==> src/rtl/field_pkg.sv <==
// Shared definitions for the field RAM producers and consumers.
// Contents: RAM word width, unpacked word layout, reader FSM states and
// an address-width helper that never returns zero.
package field_pkg;

    localparam int FIELD_DATAW = 96;

    // RAM word layout: [95:64] = xn, [63:32] = yn, [31:0] = mag.
    typedef struct packed {
        logic [31:0] xn;
        logic [31:0] yn;
        logic [31:0] mag;
    } field_word_t;

    typedef enum logic [1:0] {
        IDLE  = 2'd0,
        READ  = 2'd1,
        DRAIN = 2'd2,
        DONE  = 2'd3
    } rd_state_t;

    // A 1-cell field still needs a 1-bit address port.
    function automatic int addr_width(input int size);
        return (size > 1) ? $clog2(size) : 1;
    endfunction

endpackage

==> src/rtl/field_skid_fifo.sv <==
// Two-entry FIFO that absorbs the RAM read latency when the stream stalls.
// Ports:
//   clk, reset_n     clock, async active-low reset
//   push, din        write one word (accepted when not full, or full with pop)
//   pop, dout        dout is the head word; pop removes it (ignored when empty)
//   count            occupancy 0..2
//   empty, full      occupancy flags
module field_skid_fifo #(
    parameter int WIDTH = 96
) (
    input  logic             clk,
    input  logic             reset_n,
    input  logic             push,
    input  logic             pop,
    input  logic [WIDTH-1:0] din,
    output logic [WIDTH-1:0] dout,
    output logic [1:0]       count,
    output logic             empty,
    output logic             full
);

    logic [WIDTH-1:0] mem_r [2];
    logic             wr_ptr_r;
    logic             rd_ptr_r;
    logic [1:0]       count_r;
    logic             push_ok_s;
    logic             pop_ok_s;

    assign empty     = (count_r == 2'd0);
    assign full      = (count_r == 2'd2);
    assign pop_ok_s  = pop & ~empty;
    // When full, a simultaneous pop frees the slot the write pointer lands on.
    assign push_ok_s = push & (~full | pop_ok_s);
    assign dout      = mem_r[rd_ptr_r];
    assign count     = count_r;

    // Storage, pointers and occupancy; push and pop together leave count unchanged.
    always_ff @(posedge clk or negedge reset_n) begin
        if (!reset_n) begin
            for (int i = 0; i < 2; i++) begin
                mem_r[i] <= {WIDTH{1'b0}};
            end
            wr_ptr_r <= 1'b0;
            rd_ptr_r <= 1'b0;
            count_r  <= 2'd0;
        end else begin
            if (push_ok_s) begin
                mem_r[wr_ptr_r] <= din;
                wr_ptr_r        <= ~wr_ptr_r;
            end
            if (pop_ok_s) begin
                rd_ptr_r <= ~rd_ptr_r;
            end
            count_r <= count_r + {1'b0, push_ok_s} - {1'b0, pop_ok_s};
        end
    end

endmodule

==> src/rtl/field_stream_reader.sv <==
// Scans the whole field RAM in address order and streams each word, unpacked
// into {xn, yn, mag} and tagged with its cell (x, y), on a valid/ready port.
// Ports:
//   clk, reset_n          clock, async active-low reset
//   start / busy / done   scan handshake (done is a 1-cycle pulse)
//   field_addr_read,
//   field_re,
//   field_data_out        RAM read port, data valid 1 cycle after field_re
//   out_valid, out_ready  stream handshake
//   out_xn/yn/mag         unpacked word, out_x/out_y cell, out_last final cell
module field_stream_reader
    import field_pkg::*;
#(
    parameter  int FIELD_WIDTH  = 8,
    parameter  int FIELD_HEIGHT = 6,
    localparam int FIELD_SIZE   = FIELD_WIDTH * FIELD_HEIGHT,
    localparam int FIELD_ADDRW  = addr_width(FIELD_SIZE)
) (
    input  logic                   clk,
    input  logic                   reset_n,
    input  logic                   start,
    output logic                   busy,
    output logic                   done,
    output logic [FIELD_ADDRW-1:0] field_addr_read,
    output logic                   field_re,
    input  logic [FIELD_DATAW-1:0] field_data_out,
    output logic                   out_valid,
    input  logic                   out_ready,
    output logic [31:0]            out_xn,
    output logic [31:0]            out_yn,
    output logic [31:0]            out_mag,
    output logic [15:0]            out_x,
    output logic [15:0]            out_y,
    output logic                   out_last
);

    localparam logic [FIELD_ADDRW-1:0] ADDR_MAX = FIELD_ADDRW'(FIELD_SIZE - 1);
    localparam logic [15:0]            X_MAX    = 16'(FIELD_WIDTH - 1);
    localparam logic [15:0]            Y_MAX    = 16'(FIELD_HEIGHT - 1);

    rd_state_t              state_r;
    logic [FIELD_ADDRW-1:0] addr_r;
    logic [15:0]            x_r;
    logic [15:0]            y_r;
    logic                   busy_r;
    logic                   done_r;
    logic                   inflight_r;

    field_word_t            head_s;
    logic [1:0]             fifo_count_s;
    logic                   fifo_empty_s;
    logic                   fifo_full_s;
    logic                   pop_s;
    logic                   issue_s;
    logic                   last_s;
    logic [2:0]             occ_s;

    field_skid_fifo #(
        .WIDTH ($bits(field_word_t))
    ) u_fifo (
        .clk     (clk),
        .reset_n (reset_n),
        .push    (inflight_r),
        .pop     (pop_s),
        .din     (field_data_out),
        .dout    (head_s),
        .count   (fifo_count_s),
        .empty   (fifo_empty_s),
        .full    (fifo_full_s)
    );

    assign pop_s = ~fifo_empty_s & out_ready;

    // Words held plus the one in flight, minus the one leaving this cycle, must
    // stay below the FIFO depth so the word issued now always has a slot. The
    // issue decision is combinational so a pop can be refilled in the same
    // cycle, which is what gives one beat per clock with only two entries.
    assign occ_s   = {1'b0, fifo_count_s} + {2'b00, inflight_r};
    assign issue_s = (state_r == READ) &&
                     (occ_s < (3'd2 + {2'b00, pop_s})) &&
                     ~(fifo_full_s & ~pop_s);

    assign last_s = ~fifo_empty_s && (x_r == X_MAX) && (y_r == Y_MAX);

    assign busy            = busy_r;
    assign done            = done_r;
    assign field_addr_read = addr_r;
    assign field_re        = issue_s;
    assign out_valid       = ~fifo_empty_s;
    assign out_xn          = head_s.xn;
    assign out_yn          = head_s.yn;
    assign out_mag         = head_s.mag;
    assign out_x           = x_r;
    assign out_y           = y_r;
    assign out_last        = last_s;

    // Scan sequencing: address issue, busy/done handshake and in-flight tracking.
    always_ff @(posedge clk or negedge reset_n) begin
        if (!reset_n) begin
            state_r    <= IDLE;
            addr_r     <= {FIELD_ADDRW{1'b0}};
            busy_r     <= 1'b0;
            done_r     <= 1'b0;
            inflight_r <= 1'b0;
        end else begin
            inflight_r <= issue_s;
            done_r     <= 1'b0;
            case (state_r)
                IDLE: begin
                    if (start) begin
                        state_r <= READ;
                        busy_r  <= 1'b1;
                        addr_r  <= {FIELD_ADDRW{1'b0}};
                    end
                end
                READ: begin
                    if (issue_s) begin
                        if (addr_r == ADDR_MAX) begin
                            state_r <= DRAIN;
                        end else begin
                            addr_r <= addr_r + FIELD_ADDRW'(1);
                        end
                    end
                end
                DRAIN: begin
                    // The last cell is the last word issued, so its acceptance
                    // means the FIFO and the read pipeline are both empty.
                    if (pop_s && last_s) begin
                        state_r <= DONE;
                        busy_r  <= 1'b0;
                        done_r  <= 1'b1;
                    end
                end
                DONE: begin
                    state_r <= IDLE;
                end
                default: begin
                    state_r <= IDLE;
                    busy_r  <= 1'b0;
                end
            endcase
        end
    end

    // Cell coordinates follow accepted beats; x wraps into a y increment.
    always_ff @(posedge clk or negedge reset_n) begin
        if (!reset_n) begin
            x_r <= 16'd0;
            y_r <= 16'd0;
        end else if ((state_r == IDLE) && start) begin
            x_r <= 16'd0;
            y_r <= 16'd0;
        end else if (pop_s) begin
            if (x_r == X_MAX) begin
                x_r <= 16'd0;
                if (y_r == Y_MAX) begin
                    y_r <= 16'd0;
                end else begin
                    y_r <= y_r + 16'd1;
                end
            end else begin
                x_r <= x_r + 16'd1;
            end
        end
    end

endmodule

==> config.mk <==
export PLATFORM = sky130hd
export DESIGN_NAME = field_stream_reader
export DESIGN_NICKNAME = d
export VERILOG_FILES = /design/src/rtl/field_pkg.sv /design/src/rtl/field_skid_fifo.sv /design/src/rtl/field_stream_reader.sv
export SDC_FILE = /design/constraint.sdc
export NUM_CORES = 1
export LEC_CHECK = 0
export CELL_PAD_IN_SITES_DETAIL_PLACEMENT = 1
export CELL_PAD_IN_SITES_GLOBAL_PLACEMENT = 1
export CORE_ASPECT_RATIO = 0.75
export CORE_MARGIN = 2
export CORE_UTILIZATION = 40
export CTS_CLUSTER_DIAMETER = 150
export CTS_CLUSTER_SIZE = 14
export DETAILED_ROUTE_END_ITERATION = 8
export PLACE_DENSITY = 0.85
export SYNTH_ARGS = -nofsm -noshare
export SYNTH_HDL_FRONTEND = slang
export SYNTH_HIERARCHICAL = 1
export SYNTH_SLANG_ARGS = --single-unit
==> constraint.sdc <==
create_clock -name clk -period 2.8 [get_ports clk]
set_input_delay 0.84 -clock clk [delete_from_list [all_inputs] [get_ports clk]]
set_output_delay 0.84 -clock clk [all_outputs]
set_load 0.02 [all_outputs]
# == After elaboration in Yosys (flattened, before gate mapping) ==
# Cells that the tools add are included.
# totals
wordCells,92
inputBits,100
output_inout_bits,139
regBits,239
# classes
addsub,7
n_bitwise,13
eq_ne,12
n_reduce_logical,17
mux,27
order_cmp,4
# ops
op,n
96-bit 2-to-1 mux,4
192-bit bitwise mux,1
16-bit 2-to-1 mux,7
96-bit demux with 1-bit select,1
16-bit by 1-bit adder with 16-bit output (second input constant),2
16-bit by 3-bit equality test with 1-bit output (second input constant),2
6-bit 2-to-1 mux,3
6-bit one-hot mux with 2 select lines,1
2-bit 2-to-1 mux,4
2-bit != test (second input constant),4
2-bit one-hot mux with 4 select lines,1
4-bit AND reduction,2
2-bit nonzero test,4
1-bit logical AND,7
6-bit by 1-bit adder with 6-bit output (second input constant),1
2-bit equality test (second input constant),3
6-bit equality test (second input constant),1
1-bit inverter,6
1-bit bitwise AND,4
2-bit greater-or-equal comparator (second input constant),2
2-bit zero test,2
1-bit 2-to-1 mux,4
1-bit inverter with 2-bit output,2
2-bit by 1-bit adder with 3-bit output,1
11 further kinds,11

# == Depth between registers and ports, before layout ==
# Gate-level depths: netlist of the first run.
# logic_depth
ltp_word,9
depth_mapped,9

# == Cells and area by module ==
# The synthesis of the first run kept the hierarchy.
# modules_own_cells
module,n_inst,area_per_inst_um2,cells_each
field_skid_fifo,1,8494.4,535
field_stream_reader,1,2524.9,277

# == Least setup slack after synthesis of the first run ==
# Ideal clock, no wire load.
# synth_path
path_kind,reg-to-output
startpoint,reg y_r[8] (netlist: out_y[8])
endpoint,out out_last
stages_incl_launch_ff,5
setup_slack_ps,-316
required_time_ps,1960
arrival_time_ps,2276
path_cell_list,dfrtp_1 clkbuf_1 or4_1 or4_1 nor3_1
# synth_between
elab_chain_cells,2
# synth_rtl
element,line,text
"start, declared",field_stream_reader.sv:44,logic [15:0] y_r;
"start signal, assigned",field_stream_reader.sv:159,y_r <= y_r + 16'd1;
16-bit by 3-bit equality test with 1-bit output,field_stream_reader.sv:83,assign last_s = ~fifo_empty_s && (x_r == X_MAX) && (y_r == Y_MAX);
1-bit logical AND,field_stream_reader.sv:83,
"end, declared",field_stream_reader.sv:34,output logic out_last
# No other way between the ends.

# == Worst setup path in the final report of the first run ==
# layout_path
startpoint,reg y_r[11] (netlist: out_y[11])
endpoint,out out_last
# The elaborated chain is that of the path after synthesis.

==> results of run 1 <==
-- worst max-delay path: stages, from the launching register on --
cell	delay [ps]
dfrtp_1	380
or4_4	530
or4_4	580
nor3_4	230
buf_6	150
-- flip-flops by register name (all words and copies together), names as in the netlist, 2 cells and up --
register and flops:
field_addr_read 6, out_y 16, u_fifo/mem_r 192, u_fifo/count 2, state_r 2, out_x 16
-- power groups by stage --
stage,registers (uW),logic (uW),clock network (uW)
2_1_floorplan,5690,5520,0
3_3_place_gp,5760,9170,0
3_5_place_dp,5920,9440,0
4_1_cts,5860,8980,2670
5_1_grt,6100,9480,2800
6_report,5880,8920,2600
-- per-stage QoR --
| stage | hold slack, ps | TNS [ps] | utilization | worst slack, ps | instances |
|---|---|---|---|---|---|
| floorplan | 454 | 0 | - | 6.89 | 812 |
| finish | 248 | -408 | 0.553 | -408 | 1487 |
| detailed placement | 482 | -10440 | 0.536 | -682 | 1447 |
| global placement | 463 | -4050 | 0.536 | -667 | 1447 |
| CTS | 253 | -532 | 0.553 | -435 | 1485 |
| global route | 262 | -475 | 0.553 | -475 | 1487 |
-- final timing paths --
check | endpoint | slack (ps) | cells after the start
max reg2reg | out_y[5] | 90 | 6
min in group clk | u_fifo/mem_r[139] | 500 | 1
min reg2reg | u_fifo/mem_r[139] | 500 | 1
max | out_last | -410 | 4
max in group asynchronous | u_fifo/rd_ptr_r | 1680 | 2
min | u_fifo/mem_r[151] | 250 | 1
-- timing repair --
item / CTS / global route
setup buffers: 10 / 2
pin swaps: 6 / 4
gates cloned: 3 / 0
hold endpoints to repair: 0 / 0
gates resized for setup: 318 / 39
setup endpoints to repair: 98 / 27
-- metal layers --
metal	part of all wire	track usage	vias to the layer above
li1	-	-	3595
met3	0.049	0.0402	38
met4	0.019	0.0424	2
met2	0.49	0.374	198
met5	0.00041	0	-
met1	0.45	0.297	4106
-- cell usage in the layout (no fill, tap or decap), types with 9 or more instances in the layout --
cell type        netlist  routed
mux2_2               287     287
dfrtp_1              239     233
clkdlybuf4s50_1        0     137
buf_4                  0      81
buf_2                 15      62
o21ai_0               31      31
clkbuf_16              0      21
nand2_1               21      20
nor2_1                21      20
nand3_1               18      18
buf_12                 0      18
inv_1                 13      13
o31ai_1               12      12
clkbuf_2               0      11
clkdlybuf4s15_1        0      11
nand4_1               10      10
a21oi_1               11      10
nor3_1                10       9
ha_1                  11       9
dlygate4sd2_1          0       9
-- area by class of cell --
cell class | count | area [sq um]
clock buffer | 24 | 537
tap | 351 | 439
multi-input combinational | 519 | 4810
fill | 2732 | 12100
timing repair buffer | 340 | 3080
sequential | 239 | 5990
clock inverter | 1 | 16.3
inverter | 13 | 48.8
-- cells by family after synthesis --
kind of cell               count (synthesis)  share of synthesized area
AOI/OAI and AO/OA                         78                     0.0447
and+or+nand+nor                          128                     0.0659
muxes                                    290                      0.296
xor gates and xnor gates                  12                    0.00954
adders and majority gates                 11                     0.0125
buffers and inverters                     54                     0.0283
DFF                                      239                      0.543
==> results.sh, run 1 <==
export IMPL_yosysTopAreaCellShare=0.543
export IMPL_place_area_sq_mm=0.0145
export IMPL_finalCritPeriodShare=1.15
export IMPL_min_period_ps=3210
export IMPL_cp_data_arrival_time_ps=2370
export IMPL_crit_fanout=2
export IMPL_initial_core_util=0.408
export IMPL_synth_commonest_cells="mux2_2, dfrtp_1, o21ai_0, nand2_1, nor2_1"
export IMPL_drcViolationCount=0
export IMPL_vias_per_cell=5.34
export IMPL_switching_power_uw=6520
export IMPL_core_area_sq_mm=0.0270
export IMPL_p_int_uw=10900
export IMPL_synth_area_leaders="dfrtp_1, mux2_2, o21ai_0"
export IMPL_rsz0062_at_grt="yes"
export IMPL_vdd_drop_max_mv=0.496
export IMPL_synth_flop_cell="dfrtp_1"
export IMPL_globalRoute_totalOverflow=0
export IMPL_p_comb_frac=0.513
export IMPL_grt_pass1_vias=8791
export IMPL_dp_hpwl_um=22200
export IMPL_max_freq_mhz=312
export IMPL_antenna_cells=0
export IMPL_power_leakage_uw=0.00631
export IMPL_p_per_area_mw_per_mm2=1170
export IMPL_power_uw=17400
export IMPL_cts_buffer_depth=3
export IMPL_violations="setup timing"
export IMPL_setup_viol=1
export IMPL_swShare=0.375
export IMPL_cap_violations=0
export IMPL_htree_num_levels=1
export IMPL_cts_tree="done"
export IMPL_cp_start_kind="flip-flop"
export IMPL_synth_seq_area_share=0.543
export IMPL_skew_ps=17.6
export IMPL_clkPwrFrac=0.149
export IMPL_ys_types=48
export IMPL_crit_required_ps=1960
export IMPL_status="finished with violations"
export IMPL_synth_seq_cells=239
export IMPL_port_buffers=238
export IMPL_ant_nets=0
export IMPL_grt_first_pass_wirelength_um=50500
export IMPL_routed_wirelength_um=31700
export IMPL_cp_startpoint="out_y[11]"
export IMPL_ios=239
export IMPL_finalWeightedCongestion=0.836
export IMPL_synth_edf_count=0
export IMPL_die_w_um=196
export IMPL_routed_via_count=7939
export IMPL_cts_sinks=239
export IMPL_syn_area_sq_mm=0.0110
export IMPL_yosysMostFrequentCell="mux2_2"
export IMPL_final_layout_size_suffix_gt1_frac=0.458
export IMPL_cts_root_buf="clkbuf_16"
export IMPL_relSlewSlack=0.502
export IMPL_synthArstFlopShare=1.00
export IMPL_critPathCaptureType="output port"
export IMPL_postCtsHoldBufs=0
export IMPL_hold_viol_final=0
export IMPL_yosys_area_top_type="dfrtp_1"
export IMPL_grt_total_usage=0.220
export IMPL_syn_nets=923
export IMPL_num_rows=52
export IMPL_area_growth_pct=35.4
export IMPL_dieArea_sq_mm=0.0289
export IMPL_cts_buffers_inserted=21
export IMPL_first_pass_iters=4
export IMPL_clk_pin_slew_ps=70
export IMPL_criticalPathCategory="flip-flop to output port"
export IMPL_avgSynthCellArea_sq_um=13.6
export IMPL_clkLatencyLatePin_ps=500
export IMPL_syn_inst=812
export IMPL_rr_startpoint="out_x[13]"
export IMPL_worst_slew_pin_slew_ps=739
export IMPL_dieHeight_um=148
export IMPL_final_setup_worst_slack_ps=-408
export IMPL_wl_per_cell_um=21.3
export IMPL_num_nets_final=1245
export IMPL_grt_start_max_net_pins=88
export IMPL_fin_area_sq_mm=0.0149
export IMPL_p_seq_frac=0.338
export IMPL_drtIter0Drc=294
export IMPL_hp_class="input pin to asynchronous set/reset pin"
export IMPL_synth_warnings=6
export IMPL_antenna_found_initial=1
export IMPL_slew_violations=0
Note: power is estimated with default switching activity, not from simulation.
==> run 2, diff against run 1 <==
- CTS_CLUSTER_DIAMETER: 150 -> unset
==> run 2 against run 1 <==
Effect of this change: the run still ends with setup timing left; worst hold slack worse by 20 ps; core utilization is 2.3 points higher; cell count is 1.8% higher; first-iteration DRC count fell by 8.2%; largest cell class unchanged.
==> results.sh, run 2 (synthesis gave the netlist of run 1 again) <==
export IMPL_multi_input_area_sq_mm=0.00482
export IMPL_cts_tree="done"
export IMPL_routed_via_count=8073
export IMPL_largest_reg_flops=192
export IMPL_drcViolationCount=0
export IMPL_cts_buffer_depth=3
export IMPL_dieHeight_um=148
export IMPL_final_util=0.576
export IMPL_finalWeightedCongestion=0.836
export IMPL_dp_hpwl_um=22200
export IMPL_clkLatencyLatePin_ps=520
export IMPL_final_common_cell="mux2_2"
export IMPL_vias_per_cell=5.33
export IMPL_dieArea_sq_mm=0.0289
export IMPL_crit_required_ps=1960
export IMPL_clk_pin_slew_ps=60
export IMPL_cp_data_arrival_time_ps=2380
export IMPL_finalCritPeriodShare=1.15
export IMPL_max_freq_mhz=310
export IMPL_rsz0062_at_grt="yes"
export IMPL_r2r_end="out_y[5]"
export IMPL_initial_core_util=0.408
export IMPL_criticalPathCategory="flip-flop to output port"
export IMPL_place_area_sq_mm=0.0145
export IMPL_cap_violations=0
export IMPL_cts_root_buf="clkbuf_16"
export IMPL_ant_nets=0
export IMPL_relSlewSlack=0.464
export IMPL_critPathCaptureType="output port"
export IMPL_power_uw=19200
export IMPL_postCtsHoldBufs=0
export IMPL_grt_pass1_vias=8953
export IMPL_htree_num_levels=1
export IMPL_worst_slew_pin_slew_ps=796
export IMPL_grt_first_pass_wirelength_um=52400
export IMPL_setup_viol=16
export IMPL_globalRoute_totalOverflow=0
export IMPL_power_leakage_uw=0.00661
export IMPL_grt_start_max_net_pins=88
export IMPL_routed_wirelength_um=33200
export IMPL_drtIter0Drc=270
export IMPL_hp_class="input pin to asynchronous set/reset pin"
export IMPL_num_nets_final=1256
export IMPL_fin_area_sq_mm=0.0156
export IMPL_die_w_um=196
export IMPL_slew_violations=0
export IMPL_mostFrequentLayoutCells="mux2_2, dfrtp_1, clkdlybuf4s50_1, buf_4, buf_6"
export IMPL_crit_end="out_last"
export IMPL_fillers=2678
export IMPL_skew_ps=9.27
export IMPL_first_pass_iters=4
export IMPL_min_period_ps=3220
export IMPL_grt_total_usage=0.230
export IMPL_rr_startpoint="out_x[13]"
export IMPL_regArea_sq_mm=0.00599
export IMPL_cp_start_kind="flip-flop"
export IMPL_crit_fanout=2
export IMPL_ff2ff_setup_slack_ps=100
export IMPL_wl_per_cell_um=21.9
export IMPL_antenna_cells=0
export IMPL_p_per_area_mw_per_mm2=1230
export IMPL_vdd_drop_max_mv=0.535
export IMPL_area_growth_pct=41.2
export IMPL_rr_worst_depth=6
export IMPL_cp_startpoint="out_y[11]"
export IMPL_final_setup_worst_slack_ps=-422
export IMPL_core_area_sq_mm=0.0270
export IMPL_violations="setup timing"
export IMPL_hold_viol_final=0
export IMPL_antenna_found_initial=1
export IMPL_top_register="u_fifo/mem_r"
export IMPL_num_rows=52
export IMPL_final_layout_size_suffix_gt1_frac=0.476
export IMPL_cts_sinks=239
export IMPL_port_buffers=238
export IMPL_cts_buffers_inserted=25
export IMPL_status="finished with violations"
export IMPL_ios=239
## run 2: layer usage
layer | GRT usage | wire length, um | up-vias
met3 | 0.0427 | 1700 | 40
met4 | 0.0432 | 589 | 2
met5 | 0 | 13 | -
li1 | - | - | 3634
met1 | 0.312 | 14600 | 4175
met2 | 0.390 | 16300 | 222
## run 2: cell type report
| type | instances | share of cell area |
|---|---|---|
| Tap cell | 351 | 0.0282 |
| Multi-Input combinational cell | 519 | 0.310 |
| Clock inverter | 10 | 0.00804 |
| Clock buffer | 35 | 0.0458 |
| Inverter | 13 | 0.00314 |
| Sequential cell | 239 | 0.385 |
| Timing Repair Buffer | 347 | 0.220 |
## run 2: how the worst min path moves through the flow
stage	startpoint	endpoint	slack (ps)	cells after the start
final	reset_n	u_fifo/mem_r[145]	230	1
after floorplan	u_fifo/mem_r[138]	u_fifo/mem_r[138]	450	1
after CTS	reset_n	u_fifo/mem_r[138]	230	1
after global routing	reset_n	u_fifo/mem_r[53]	240	1
after detailed placement	u_fifo/mem_r[139]	u_fifo/mem_r[139]	480	1
after global placement	u_fifo/mem_r[138]	u_fifo/mem_r[138]	460	1
## run 2: power by group
part           switching, uW  internal [uW]  total, uW  leakage [uW]
Clock                   1400           2050       3440      0.000420
Sequential               897           5030       5920       0.00286
Combinational           4630           5160       9790       0.00333
Total                   6920          12200      19200       0.00661
## run 2: through the flow
stage,setup TNS [ps],worst slack [ps],hold WS (ps),std cells
floorplan,0,6.89,454,812
global placement,-4050,-667,463,1447
detailed placement,-10440,-682,482,1447
CTS,-3110,-449,232,1511
global route,-2110,-476,238,1514
finish,-1110,-422,228,1514
## run 2: timing repair
action	CTS	global route
buffers inserted	15	5
setup endpoints to repair	98	70
gates resized for setup	392	72
hold endpoints to repair	0	0
pin swaps	7	4
cloned	4	1
## run 2: worst max-delay path, cell delays in order (launching register included)
cell     delay (ps)
dfrtp_1         380
or4_4           530
or4_4           580
nor3_4          230
buf_6           150
==> run 3, diff against run 2 <==
- DONT_BUFFER_PORTS: unset -> 1
- PLACE_DENSITY: 0.85 -> 0.72
- SLEW_MARGIN: unset -> 5
- clock period: 2.8 -> 3.5 ns (I/O delays scaled with it)
==> run 3 against run 2 <==
Effect of this change: the run now ends clean; via count fell by 18%; sequential cell count is the same; count of clock-buffer cells in the layout is 2 higher; power shrank 35%; global-route usage fell by 5.5 points; register-to-register slack improved by 640 ps; worst setup slack better by 500 ps; cell count down 21%; sequential power fell by 20%; non-clock buffer count is 316 lower; routed wire length down 23%; critical path depth did not move.
==> results.sh, run 3 (synthesis gave the netlist of run 1 again) <==
export IMPL_p_per_area_mw_per_mm2=1010
export IMPL_finalWeightedCongestion=0.782
export IMPL_rr_startpoint="u_fifo/count[0]"
export IMPL_hold_viol_final=0
export IMPL_area_growth_pct=11.6
export IMPL_drtIter0Drc=192
export IMPL_max_freq_mhz=293
export IMPL_rsz0062_at_grt="yes"
export IMPL_initial_core_util=0.408
export IMPL_num_nets_final=940
export IMPL_grt_first_pass_wirelength_um=40900
export IMPL_min_period_ps=3420
export IMPL_num_rows=52
export IMPL_rr_worst_depth=7
export IMPL_final_common_cell="mux2_2"
export IMPL_power_leakage_uw=0.00502
export IMPL_slew_violations=0
export IMPL_finalCritPeriodShare=0.977
export IMPL_cts_tree="done"
export IMPL_relSlewSlack=0.410
export IMPL_cp_start_kind="flip-flop"
export IMPL_routed_via_count=6643
export IMPL_routed_wirelength_um=25600
export IMPL_vdd_drop_max_mv=0.414
export IMPL_postCtsHoldBufs=0
export IMPL_final_setup_worst_slack_ps=81.8
export IMPL_vias_per_cell=5.55
export IMPL_dp_cells=1153
export IMPL_final_util=0.455
export IMPL_crit_required_ps=2450
export IMPL_place_area_sq_mm=0.0115
export IMPL_cts_sinks=239
export IMPL_final_layout_size_suffix_gt1_frac=0.450
export IMPL_clkLatencyLatePin_ps=520
export IMPL_wl_per_cell_um=21.4
export IMPL_largest_reg_flops=192
export IMPL_final_instance_count_excl_fill=1196
export IMPL_dp_slack_ps=363
export IMPL_globalRoute_totalOverflow=0
export IMPL_cts_buffer_depth=3
export IMPL_grt_total_usage=0.175
export IMPL_setup_viol=0
export IMPL_dp_hpwl_um=16600
export IMPL_dieHeight_um=148
export IMPL_core_area_sq_mm=0.0270
export IMPL_mostFrequentLayoutCells="mux2_2, dfrtp_1, o21ai_0, buf_4, clkbuf_16"
export IMPL_criticalPathCategory="flip-flop to output port"
export IMPL_status="finished, final reports clean"
export IMPL_top_register="u_fifo/mem_r"
export IMPL_die_w_um=196
export IMPL_grt_start_max_net_pins=240
export IMPL_cap_violations=0
export IMPL_ios=239
export IMPL_fin_area_sq_mm=0.0123
export IMPL_first_pass_iters=4
export IMPL_hp_class="input pin to asynchronous set/reset pin"
export IMPL_crit_fanout=4
export IMPL_antenna_cells=0
export IMPL_worst_slew_pin_slew_ps=878
export IMPL_cp_data_arrival_time_ps=2370
export IMPL_dieArea_sq_mm=0.0289
export IMPL_ant_nets=0
export IMPL_cts_root_buf="clkbuf_16"
export IMPL_drcViolationCount=0
export IMPL_ff2ff_setup_slack_ps=740
export IMPL_r2r_end="u_fifo/mem_r[33]"
export IMPL_antenna_found_initial=0
export IMPL_htree_num_levels=1
export IMPL_port_buffers=0
export IMPL_clk_pin_slew_ps=60
export IMPL_skew_ps=7.69
export IMPL_critPathCaptureType="output port"
export IMPL_grt_pass1_vias=7370
export IMPL_cts_buffers_inserted=25
## run 3: worst max path at each step
stage,start,to,slack (ps),cells past startpoint
global route,out_y[12],out_last,-9,4
finish,out_x[8],out_last,80,4
floorplan,out_y[8],out_last,170,4
global placement,out_ready,u_fifo/mem_r[2],400,6
CTS,out_x[11],out_last,4,4
detailed placement,out_ready,u_fifo/mem_r[62],360,6
## run 3: final cells by class
cell class / instances / area (sq um)
Timing Repair Buffer: 31 / 270
Inverter: 13 / 48.8
Clock buffer: 37 / 741
Multi-Input combinational cell: 519 / 4770
Fill cell: 2736 / 14700
Clock inverter: 6 / 37.5
Tap cell: 351 / 439
Sequential cell: 239 / 5990
## run 3: report_power, final
group | internal [uW] | switching [uW]
sequential | 4020 | 748
combinational | 2280 | 2830
clock | 1460 | 1070
## run 3: worst max-delay path: stages (launching register included)
cell and delay [ps]:
dfrtp_2 470, or4_4 550, or4_4 550, nor3_2 120, buf_4 160
## run 3: routing by layer
metal,part of all wire,track usage,up-vias
li1,-,-,2991
met1,0.44,0.230,3426
met2,0.45,0.282,189
met3,0.087,0.0607,37
met4,0.021,0.0405,0
met5,0,0,-
## run 3: timing repair
action | 4_1_cts | 5_1_grt
pin swaps | 0 | 2
buffers inserted | 0 | 0
gates resized for setup | 10 | 3
endpoints found under the setup margin | 1 | 2
## run 3: per-stage QoR
stage          power, uW  setup TNS (ps)  hold slack, ps
2_1_floorplan       8960               0             454
3_5_place_dp        9940               0             483
5_1_grt            13100           -8.66             186
3_3_place_gp        9760               0             470
4_1_cts            12600               0             191
6_report           12400               0             224
